[config.mk]
export PLATFORM = sky130hd
export DESIGN_NAME = amax10_qsys_nios2_gen2_oci_trace_capture_flat
export DESIGN_NICKNAME = d
export VERILOG_FILES = /design/src/rtl/amax10_qsys_nios2_gen2_oci_trace_capture_pkg.sv /design/src/rtl/amax10_qsys_nios2_gen2_oci_trace_capture_if.sv /design/src/rtl/amax10_qsys_nios2_gen2_oci_trace_capture_ram.sv /design/src/rtl/amax10_qsys_nios2_gen2_oci_trace_capture.sv /design/src/flat_wrapper.sv
export SDC_FILE = /design/constraint.sdc
export NUM_CORES = 1
export LEC_CHECK = 0
export ABC_AREA = 1
export ABC_CLOCK_PERIOD_IN_PS = 8840
export CAP_MARGIN = 10
export CORE_ASPECT_RATIO = 1.4
export CORE_MARGIN = 2
export CORE_UTILIZATION = 50
export DETAILED_ROUTE_END_ITERATION = 10
export GPL_ROUTABILITY_DRIVEN = 0
export PLACE_DENSITY = 0.67
export SYNTH_ARGS = -nofsm -noshare
export SYNTH_HDL_FRONTEND = slang
export SYNTH_HIERARCHICAL = 1
export SYNTH_SLANG_ARGS = --single-unit
[constraint.sdc]
create_clock -name clk -period 8.84 [get_ports clk]
set_clock_uncertainty 0.1 [all_clocks]
set_input_delay 0.884 -clock clk [delete_from_list [all_inputs] [get_ports clk]]
set_output_delay 0.884 -clock clk [all_outputs]
set_load 0.01 [all_outputs]
[src/rtl/amax10_qsys_nios2_gen2_oci_trace_capture_pkg.sv]
// Shared definitions for the OCI trace capture buffer: state encoding and
// entry width helper.
package amax10_qsys_oci_trace_pkg;

    localparam int unsigned STATE_W = 3;

    typedef enum logic [STATE_W-1:0] {
        ST_IDLE    = 3'd0,
        ST_CAPTURE = 3'd1,
        ST_POST    = 3'd2,
        ST_DONE    = 3'd3
    } trace_state_e;

    function automatic int unsigned entry_width(input int unsigned count_w,
                                                input int unsigned data_w);
        return count_w + data_w;
    endfunction

endpackage

[src/rtl/amax10_qsys_nios2_gen2_oci_trace_capture_if.sv]
// Capture/readback signal bundle for the OCI trace capture buffer.
interface amax10_qsys_nios2_gen2_oci_trace_capture_if #(
    parameter int unsigned DATA_W  = 30,
    parameter int unsigned COUNT_W = 4,
    parameter int unsigned DEPTH   = 16
);
    import amax10_qsys_oci_trace_pkg::*;

    localparam int unsigned ENTRY_W = entry_width(COUNT_W, DATA_W);
    localparam int unsigned LEVEL_W = $clog2(DEPTH) + 1;

    logic                 arm;
    logic                 dct_valid;
    logic [DATA_W-1:0]    dct_buffer;
    logic [COUNT_W-1:0]   dct_count;
    logic                 test_ending;
    logic                 test_has_ended;
    logic                 rd_req;
    logic                 rd_valid;
    logic [ENTRY_W-1:0]   rd_data;
    logic                 rd_empty;
    logic [LEVEL_W-1:0]   level;
    logic                 overflow;
    logic                 done;
    logic [STATE_W-1:0]   state_o;

    modport slave (
        input  arm, dct_valid, dct_buffer, dct_count,
               test_ending, test_has_ended, rd_req,
        output rd_valid, rd_data, rd_empty, level, overflow, done, state_o
    );

    modport master (
        output arm, dct_valid, dct_buffer, dct_count,
               test_ending, test_has_ended, rd_req,
        input  rd_valid, rd_data, rd_empty, level, overflow, done, state_o
    );

endinterface

[src/rtl/amax10_qsys_nios2_gen2_oci_trace_capture_ram.sv]
// Simple dual-port trace RAM with a registered read port (1-cycle latency).
module amax10_qsys_oci_trace_ram #(
    parameter int unsigned DEPTH = 16,
    parameter int unsigned WIDTH = 34
) (
    input  logic                     clk,
    input  logic                     rst,
    input  logic                     we,
    input  logic [$clog2(DEPTH)-1:0] waddr,
    input  logic [WIDTH-1:0]         wdata,
    input  logic                     re,
    input  logic [$clog2(DEPTH)-1:0] raddr,
    output logic [WIDTH-1:0]         rdata
);

    logic [WIDTH-1:0] mem [DEPTH];
    logic [WIDTH-1:0] rdata_q;

    always_ff @(posedge clk) begin
        if (we) begin
            mem[waddr] <= wdata;
        end
    end

    // Only the output register is cleared; array contents survive reset.
    always_ff @(posedge clk) begin
        if (rst) begin
            rdata_q <= '0;
        end else if (re) begin
            rdata_q <= mem[raddr];
        end
    end

    assign rdata = rdata_q;

endmodule

[src/rtl/amax10_qsys_nios2_gen2_oci_trace_capture.sv]
// Circular capture buffer for Nios II OCI DCT trace words with post-trigger
// capture, hard-stop freeze and ordered readback once DONE.
module amax10_qsys_nios2_gen2_oci_trace_capture
    import amax10_qsys_oci_trace_pkg::*;
#(
    parameter int unsigned DATA_W     = 30,
    parameter int unsigned COUNT_W    = 4,
    parameter int unsigned DEPTH      = 16,
    parameter int unsigned WRAP_MODE  = 1,
    parameter int unsigned POST_COUNT = 4
) (
    input  logic clk,
    input  logic reset,
    amax10_qsys_nios2_gen2_oci_trace_capture_if.slave bus
);

    localparam int unsigned AW      = $clog2(DEPTH);
    localparam int unsigned LW      = AW + 1;
    localparam int unsigned PW      = AW;
    localparam int unsigned ENTRY_W = entry_width(COUNT_W, DATA_W);

    trace_state_e   state_q, state_d;
    logic [AW-1:0]  wr_ptr_q, wr_ptr_d;
    logic [AW-1:0]  rd_ptr_q, rd_ptr_d;
    logic [LW-1:0]  level_q, level_d;
    logic [PW-1:0]  post_q, post_d;
    logic           overflow_q, overflow_d;
    logic           rd_valid_q, rd_valid_d;

    logic           accept;
    logic           full;
    logic           ram_we;
    logic           ram_re;
    logic [ENTRY_W-1:0] ram_rdata;

    assign accept = bus.dct_valid && (bus.dct_count != '0);
    assign full   = (level_q == LW'(DEPTH));

    always_ff @(posedge clk) begin
        if (reset) begin
            state_q    <= ST_IDLE;
            wr_ptr_q   <= '0;
            rd_ptr_q   <= '0;
            level_q    <= '0;
            post_q     <= '0;
            overflow_q <= 1'b0;
            rd_valid_q <= 1'b0;
        end else begin
            state_q    <= state_d;
            wr_ptr_q   <= wr_ptr_d;
            rd_ptr_q   <= rd_ptr_d;
            level_q    <= level_d;
            post_q     <= post_d;
            overflow_q <= overflow_d;
            rd_valid_q <= rd_valid_d;
        end
    end

    always_comb begin
        state_d    = state_q;
        wr_ptr_d   = wr_ptr_q;
        rd_ptr_d   = rd_ptr_q;
        level_d    = level_q;
        post_d     = post_q;
        overflow_d = overflow_q;
        rd_valid_d = 1'b0;
        ram_we     = 1'b0;
        ram_re     = 1'b0;

        if (bus.arm) begin
            wr_ptr_d   = '0;
            rd_ptr_d   = '0;
            level_d    = '0;
            post_d     = '0;
            overflow_d = 1'b0;
            state_d    = ST_CAPTURE;
        end else begin
            unique case (state_q)
                ST_IDLE: begin
                end
                ST_CAPTURE, ST_POST: begin
                    // The entry of the cycle that triggers DONE is still stored.
                    if (accept) begin
                        if (!full) begin
                            ram_we   = 1'b1;
                            wr_ptr_d = wr_ptr_q + AW'(1);
                            level_d  = level_q + LW'(1);
                        end else if (WRAP_MODE != 0) begin
                            ram_we     = 1'b1;
                            wr_ptr_d   = wr_ptr_q + AW'(1);
                            rd_ptr_d   = rd_ptr_q + AW'(1);
                            overflow_d = 1'b1;
                        end else begin
                            overflow_d = 1'b1;
                        end
                    end

                    if (bus.test_has_ended) begin
                        state_d = ST_DONE;
                    end else if (state_q == ST_CAPTURE) begin
                        if (bus.test_ending) begin
                            post_d  = PW'(POST_COUNT);
                            state_d = (POST_COUNT == 0) ? ST_DONE : ST_POST;
                        end
                    end else if (accept) begin
                        post_d = post_q - PW'(1);
                        if (post_q == PW'(1)) begin
                            state_d = ST_DONE;
                        end
                    end
                end
                ST_DONE: begin
                    if (bus.rd_req && (level_q != '0)) begin
                        ram_re     = 1'b1;
                        rd_ptr_d   = rd_ptr_q + AW'(1);
                        level_d    = level_q - LW'(1);
                        rd_valid_d = 1'b1;
                    end
                end
                default: begin
                    state_d = ST_IDLE;
                end
            endcase
        end
    end

    amax10_qsys_oci_trace_ram #(
        .DEPTH (DEPTH),
        .WIDTH (ENTRY_W)
    ) u_ram (
        .clk   (clk),
        .rst   (reset),
        .we    (ram_we),
        .waddr (wr_ptr_q),
        .wdata ({bus.dct_count, bus.dct_buffer}),
        .re    (ram_re),
        .raddr (rd_ptr_q),
        .rdata (ram_rdata)
    );

    assign bus.rd_valid = rd_valid_q;
    assign bus.rd_data  = ram_rdata;
    assign bus.rd_empty = (level_q == '0);
    assign bus.level    = level_q;
    assign bus.overflow = overflow_q;
    assign bus.done     = (state_q == ST_DONE);
    assign bus.state_o  = state_q;

endmodule

[src/flat_wrapper.sv]
// flat-port wrapper written by rule: the top's interface ports become plain ports
module amax10_qsys_nios2_gen2_oci_trace_capture_flat import amax10_qsys_oci_trace_pkg::*;
#(
    parameter int unsigned DATA_W     = 30,
    parameter int unsigned COUNT_W    = 4,
    parameter int unsigned DEPTH      = 16,
    parameter int unsigned WRAP_MODE  = 1,
    parameter int unsigned POST_COUNT = 4
)
  (clk, reset, bus_arm, bus_dct_valid, bus_dct_buffer, bus_dct_count, bus_test_ending, bus_test_has_ended, bus_rd_req, bus_rd_valid, bus_rd_data, bus_rd_empty, bus_level, bus_overflow, bus_done, bus_state_o);
  amax10_qsys_nios2_gen2_oci_trace_capture_if #(.DATA_W(DATA_W), .COUNT_W(COUNT_W), .DEPTH(DEPTH)) bus_i ();
  input  logic clk;
  input  logic reset;
  input wire logic [$bits(bus_i.arm)-1:0] bus_arm;
  input wire logic [$bits(bus_i.dct_valid)-1:0] bus_dct_valid;
  input wire logic [$bits(bus_i.dct_buffer)-1:0] bus_dct_buffer;
  input wire logic [$bits(bus_i.dct_count)-1:0] bus_dct_count;
  input wire logic [$bits(bus_i.test_ending)-1:0] bus_test_ending;
  input wire logic [$bits(bus_i.test_has_ended)-1:0] bus_test_has_ended;
  input wire logic [$bits(bus_i.rd_req)-1:0] bus_rd_req;
  output wire logic [$bits(bus_i.rd_valid)-1:0] bus_rd_valid;
  output wire logic [$bits(bus_i.rd_data)-1:0] bus_rd_data;
  output wire logic [$bits(bus_i.rd_empty)-1:0] bus_rd_empty;
  output wire logic [$bits(bus_i.level)-1:0] bus_level;
  output wire logic [$bits(bus_i.overflow)-1:0] bus_overflow;
  output wire logic [$bits(bus_i.done)-1:0] bus_done;
  output wire logic [$bits(bus_i.state_o)-1:0] bus_state_o;
  assign bus_i.arm = bus_arm;
  assign bus_i.dct_valid = bus_dct_valid;
  assign bus_i.dct_buffer = bus_dct_buffer;
  assign bus_i.dct_count = bus_dct_count;
  assign bus_i.test_ending = bus_test_ending;
  assign bus_i.test_has_ended = bus_test_has_ended;
  assign bus_i.rd_req = bus_rd_req;
  assign bus_rd_valid = bus_i.rd_valid;
  assign bus_rd_data = bus_i.rd_data;
  assign bus_rd_empty = bus_i.rd_empty;
  assign bus_level = bus_i.level;
  assign bus_overflow = bus_i.overflow;
  assign bus_done = bus_i.done;
  assign bus_state_o = bus_i.state_o;
  amax10_qsys_nios2_gen2_oci_trace_capture #(.DATA_W(DATA_W), .COUNT_W(COUNT_W), .DEPTH(DEPTH), .WRAP_MODE(WRAP_MODE), .POST_COUNT(POST_COUNT)) u_core (.clk(clk), .reset(reset), .bus(bus_i));
endmodule
Word level (Yosys, flattened, before mapping)
Memory sizes are Yosys's and may differ from the RTL's. A register that Yosys moved wholly into a read port is not among the register bits.
Index checks and enable logic that the tools add are counted.
{"block": "word_totals", "output_inout_bits": 46, "ram_bits": 544, "n_memories": 1, "elab_cells": 77, "in_bits": 41, "register_bits": 22}
{"memory": "u_core.u_ram.mem", "words": 16, "word_bits": 34, "read_ports": 1, "rd_clocked_by_memory_dff": 1, "wr": 1, "line": "amax10_qsys_nios2_gen2_oci_trace_capture_ram.sv:16", "rtl": "logic [WIDTH-1:0] mem [DEPTH];"}
{"block": "classes", "n_addsub": 5, "n_eq_ne": 17, "reduce_logical": 18, "bitwise": 2, "mux": 26}
{"cell": "$mux 4", "n": 6}
{"cell": "$reduce_and 4->1", "n": 5}
{"cell": "$mux 3", "n": 5}
{"cell": "$mux 5", "n": 3}
{"cell": "$ne 5x3->1 const B", "n": 2}
{"cell": "$pmux 5 s2", "n": 1}
{"cell": "$mux 1", "n": 9}
{"cell": "$add 4x1->4 const B", "n": 2}
{"cell": "$ne 2x1->1 const B", "n": 4}
{"cell": "$ne 4x2->1 const B", "n": 2}
{"cell": "$pmux 4 s2", "n": 1}
{"cell": "$eq 3x2->1 const B", "n": 2}
{"cell": "$pmux 3 s2", "n": 1}
{"cell": "$reduce_or 2->1", "n": 3}
{"cell": "$add 5x1->5 const B", "n": 1}
{"cell": "$eq 5x5->1 const B", "n": 1}
{"cell": "$logic_not 5->1", "n": 1}
{"cell": "$ne 5x5->1 const B", "n": 1}
{"cell": "$reduce_bool 5->1", "n": 1}
{"cell": "$sub 5x1->5 const B", "n": 1}
{"cell": "$eq 4x1->1 const B", "n": 1}
{"cell": "$ne 2x2->1 const B", "n": 2}
{"cell": "$ne 4x4->1 const B", "n": 1}
{"cell": "$reduce_bool 2->1", "n": 2}
{"cell": "8 further kinds", "n": 10}

Longest topological paths before layout
{"block": "logic_depth", "ltp_word": 7, "mapped_depth": 12, "depth_no_buf": 10}

Cells and area by module
Netlist, hierarchy kept.
{"module": "amax10_qsys_oci_trace_ram", "n_inst": 1, "cells_each": 1990, "area_per_inst_um2": 23014.6, "seq_area_each_um2": 17016.3}
{"module": "amax10_qsys_nios2_gen2_oci_trace_capture", "n_inst": 1, "cells_each": 199, "area_per_inst_um2": 1365.1, "seq_area_each_um2": 420.4}

Worst setup path before layout
OpenSTA, ideal clock, no wires.
{"block": "synth_timing", "kind": "reg2reg", "start": "register u_core.state_q[0], in the netlist u_core/bus.state_o[0]", "end": "memory u_core.u_ram.mem[12][0], enable pin", "required_time_ns": 8.315, "arrival_ns": 2.968, "setup_ns": 0.425, "path_stages_with_launch": 8, "path_slack_ns": 5.347, "path_buffers": 0, "synth_period_minus_slack_ns": 3.493, "cell_sequence": "dfxtp_1 > inv_1 > ha_1 > inv_1 > nand3_1 > nor2_1 > nand3_1 > nor2_1"}
{"block": "synth_between", "elab_chain_cells": 6, "elab_cells_between_ends": 7, "classes_between": "eq/ne (2); mux (4); reduce/logical (1)"}
{"item": "start, declared", "line": "amax10_qsys_nios2_gen2_oci_trace_capture.sv:22", "rtl": "trace_state_e state_q, state_d;"}
{"item": "start signal, assigned", "line": "amax10_qsys_nios2_gen2_oci_trace_capture.sv:49", "rtl": "state_q <= state_d;"}
{"item": "$eq 3x2->1 or $eq 3x1->1 (tied branches)", "line": "amax10_qsys_nios2_gen2_oci_trace_capture.sv:78", "rtl": "unique case (state_q)"}
{"item": "$reduce_or 2->1 *", "line": "amax10_qsys_nios2_gen2_oci_trace_capture.sv:78"}
{"item": "$mux 1 *", "line": "amax10_qsys_nios2_gen2_oci_trace_capture.sv:78"}
{"item": "$mux 1 *", "line": "amax10_qsys_nios2_gen2_oci_trace_capture.sv:70", "rtl": "if (bus.arm) begin"}
{"item": "via u_core.ram_we", "line": "amax10_qsys_nios2_gen2_oci_trace_capture.sv:32", "rtl": "logic ram_we;"}
{"item": "$mux 1 *", "line": "amax10_qsys_nios2_gen2_oci_trace_capture_ram.sv:20", "rtl": "if (we) begin"}
{"item": "$mux 1 (not written as such) *", "line": "amax10_qsys_nios2_gen2_oci_trace_capture_ram.sv:21", "rtl": "mem[waddr] <= wdata;"}
{"item": "end, declared", "line": "amax10_qsys_nios2_gen2_oci_trace_capture_ram.sv:16"}
The timed path passes the listed nets; every way through them passes the cells marked *.

Worst setup path in the final report
{"block": "layout_timing", "start": "input port bus_dct_count[3]", "end": "memory u_core.u_ram.mem[14][5], enable pin"}
{"block": "layout_between", "elab_chain_cells": 7}
{"item": "start, declared", "line": "flat_wrapper.sv:17", "rtl": "input wire logic [$bits(bus_i.dct_count)-1:0] bus_dct_count;"}
{"item": "$reduce_bool 4->1", "line": "amax10_qsys_nios2_gen2_oci_trace_capture.sv:36", "rtl": "assign accept = bus.dct_valid && (bus.dct_count != '0);"}
{"item": "$logic_and 1x1->1", "line": "amax10_qsys_nios2_gen2_oci_trace_capture.sv:36"}
{"item": "$mux 1", "line": "amax10_qsys_nios2_gen2_oci_trace_capture.sv:83", "rtl": "if (accept) begin"}
{"item": "$mux 1", "line": "amax10_qsys_nios2_gen2_oci_trace_capture.sv:78"}
{"item": "$mux 1", "line": "amax10_qsys_nios2_gen2_oci_trace_capture.sv:70"}
{"item": "via u_core.ram_we", "line": "amax10_qsys_nios2_gen2_oci_trace_capture.sv:32"}
{"item": "$mux 1", "line": "amax10_qsys_nios2_gen2_oci_trace_capture_ram.sv:20"}
{"item": "$mux 1 (not written as such)", "line": "amax10_qsys_nios2_gen2_oci_trace_capture_ram.sv:21"}
The timed path passes the listed nets, and every way through them passes these cells.

==> flow_summary.toml <==
[cts]
clock_latency_ns = 0.57
cts.repair.resized = 0
htreeDepth = 2
cts_sinks = 599
clock_path_buffers = 3
cts_tree = "yes"
cts_root_buf = "clkbuf_16"
post_cts_buffers = 0
cts_buffers = 53
hold_buffers = 0
cts.clk_slew.worst_paths_ns = 0.06

[routing]
wl_per_cell_um = 20.2
drcViolationCount = 0
via_per_inst = 5.61
num_vias = 16200
ant_nets = 0
drt_iter0_markers = 1599
wirelength_um = 58400
dr.pass1.iters = 6

[logic_synthesis]
synthCells = 2189
yosysUniqueCellTypes = 33
synth_area_sq_um = 24400
synth_seq_area_share_pct = 71.5
yosysWarnings = 6
netlist_top_cells_area = "edfxtp_1, nand2_1, nand3_1, dfxtp_1, nor2_1"
ys_ff_latch = 599
avgSynthCellArea_sq_um = 11.1
synth_top_cell_by_area = "edfxtp_1"
synth_top_area_share_pct = 67.0
synth_fp_nets = 2242

[worst_setup_path]
cp-start-kind = "primary input"
cp-end-kind = "flop"
regToRegEndpoint = "u_core/u_ram/mem[14][5]$_DFFE_PP_"
critPathMaxFanout = 34
timing.rr.start = "u_core/bus.state_o[0]$_SDFFE_PP0P_"
cp_slowest_cell = "nor2_4"
path_class = "primary input to flop"
required_ns = 8.92
reg2reg_slack_ns = 5.14
rr_worst_depth = 7
slowest_delay_ns = 1.05
crit_arrival_ns = 4.24
path_cells = "clkdlybuf4s50_1, nor2_1, nand2_1, nand3_1, nor2_1, nand3_1, nor2_4"

[timing]
maxSlewHeadroom_pct = 16.8
rsz0062_at_grt = "false"
tightest_slew_ns = 1.24
period_minus_slack_ns = 4.15
setup_violations = 0
maxSlewViolCount = 0
hold_violations = 0
max_freq_ghz = 0.241
finalSetupTns_ns = 0
fin_crit_sh_pct = 47.0

[die]
initial_core_util_pct = 50.6
core_sq_um = 48100
die_area_sq_um = 50600
die_w_um = 191
die_h_um = 265
rows = 95
ios = 87

[worst_hold_path]
min_path_type = "flop to flop"
hold_end = "u_core/post_q[2]$_SDFFE_PP0P_"
min_path_cells = 2
worstHoldStart = "u_core/post_q[2]$_SDFFE_PP0P_"

[finish]
final_cell_mix = "nand2_1, edfxtp_1, nand3_1, nor2_1, clkdlybuf4s50_1"
syn_to_final_growth_pct = 12.4
nets = 2269
final_common_cell = "nand2_1"
drive_above_1_share_pct = 5.45
n_antenna_cell = 0

[pwr]
clockPowerShare_pct = 39.1
powerDensity_nw_per_um2 = 212
power_switching_mw = 1.29
seqPwrFrac_pct = 53.8
combPwrFrac_pct = 7.2
intPower_mw = 4.52
swShare_pct = 22.2
vdd_drop_max_mv = 0.136
p_total_mw = 5.81
p_leak_nw = 9.88

[global_route]
grt-ovfl-total = 0
track_usage_pct = 23.1
grt_pass1_vias = 15500
grt_pass1_wl_um = 88700
grt_max_degree = 223
antenna_found_initial = 1

[outcome]
status = "completed"

[placement]
io_buffers = 85
place_hpwl_um = 31800

[flow_run]
cap_violations = 0
-- final cells by class --
class / instances / area (sq um)
fillers: 3884 / 20700
clock inverters: 29 / 299
well taps: 630 / 788
flip-flops and latches: 599 / 17400
clock buffers: 68 / 1400
inverters: 66 / 255
repair buffers: 99 / 1020
multi-input cells: 1397 / 6200
-- state kept, by name (all words and copies together), names as in the netlist --
register	cells
u_core/bus.overflow	1
u_core/wr_ptr_q	4
u_core/u_ram/mem	544
u_core/bus.state_o	2
u_core/bus.level	5
u_core/post_q	4
u_core/rd_ptr_q	4
u_core/u_ram/rdata	34
u_core/bus.rd_valid	1
-- logic make-up after synthesis --
group	count (synthesis)	synth area share, %
adders and majority gates	12	0.647
other	1	0.0154
buffers and inverters	193	3.59
DFF	599	71.5
AOI/OAI and AO/OA	24	0.534
xor gates and xnor gates	7	0.251
and+or+nand+nor	1353	23.4
-- routing by layer --
metal  vias up  part of all wire (%)  GRT usage, %
met5         -                     0             0
met4         0                   2.1          6.43
met3        85                   6.5          2.49
met2       621                    50          40.2
met1      7960                    41          30.9
li1       7548                     -             -
-- how the worst max path moves through the flow --
| stage | startpoint | end | cells past startpoint |
|---|---|---|---|
| detailed placement | bus_dct_count[3] | u_core/u_ram/mem[13][5]$_DFFE_PP_ | 7 |
| floorplan | u_core/bus.state_o[0]$_SDFFE_PP0P_ | u_core/u_ram/mem[12][0]$_DFFE_PP_ | 7 |
| CTS | bus_dct_count[3] | u_core/u_ram/mem[12][32]$_DFFE_PP_ | 7 |
| global route | bus_dct_count[3] | u_core/u_ram/mem[6][30]$_DFFE_PP_ | 7 |
| global placement | bus_dct_count[3] | u_core/u_ram/mem[12][31]$_DFFE_PP_ | 7 |
| finish | bus_dct_count[3] | u_core/u_ram/mem[14][5]$_DFFE_PP_ | 7 |
-- Yosys cell counts --
master and instances:
nand2_1 763, edfxtp_1 544, nand3_1 465, nor2_1 110, inv_1 62, buf_2 59, dfxtp_1 55, clkbuf_1 41
a21oi_1 18, buf_4 14, ha_1 11, buf_1 9, nand3b_1 4, xor2_1 4, buf_6 3, inv_2 3
xnor2_1 3, nand2_2 2, nand4_1 2, nor2_4 2, o21ai_0 2, or2_2 2, a31oi_1 1, clkbuf_2 1
clkinv_1 1, conb_1 1, fa_1 1, nand3_2 1, nor2_2 1, nor3_1 1, o211ai_1 1, o21ai_2 1
o21bai_1 1
-- power groups by stage --
stage	Combinational, mW	Sequential, mW	Clock, mW
after global placement	0.406	3.18	0
after global routing	0.466	3.13	2.40
after detailed placement	0.414	3.19	0
after CTS	0.416	3.12	2.30
after floorplan	0.277	3.17	0
final	0.417	3.12	2.27
-- metrics by stage --
step / hold slack, ns / util, % / setup WS [ns] / area (sq um) / instances
after floorplan: 0.341 / - / 5.35 / 24400 / 2189
after global placement: 0.355 / 53.2 / 4.15 / 25600 / 2788
after detailed placement: 0.355 / 53.2 / 4.06 / 25600 / 2788
after CTS: 0.365 / 56.8 / 4.69 / 27300 / 2885
after global routing: 0.397 / 56.9 / 4.50 / 27400 / 2888
final: 0.364 / 56.9 / 4.69 / 27400 / 2888
-- critical path, delay by kind of cell --
| family | cells | cell delay [ns] |
|---|---|---|
| buf+inv | 1 | 0.89 |
| simple gates | 6 | 2.44 |
Power figures use the tool's default switching activity.
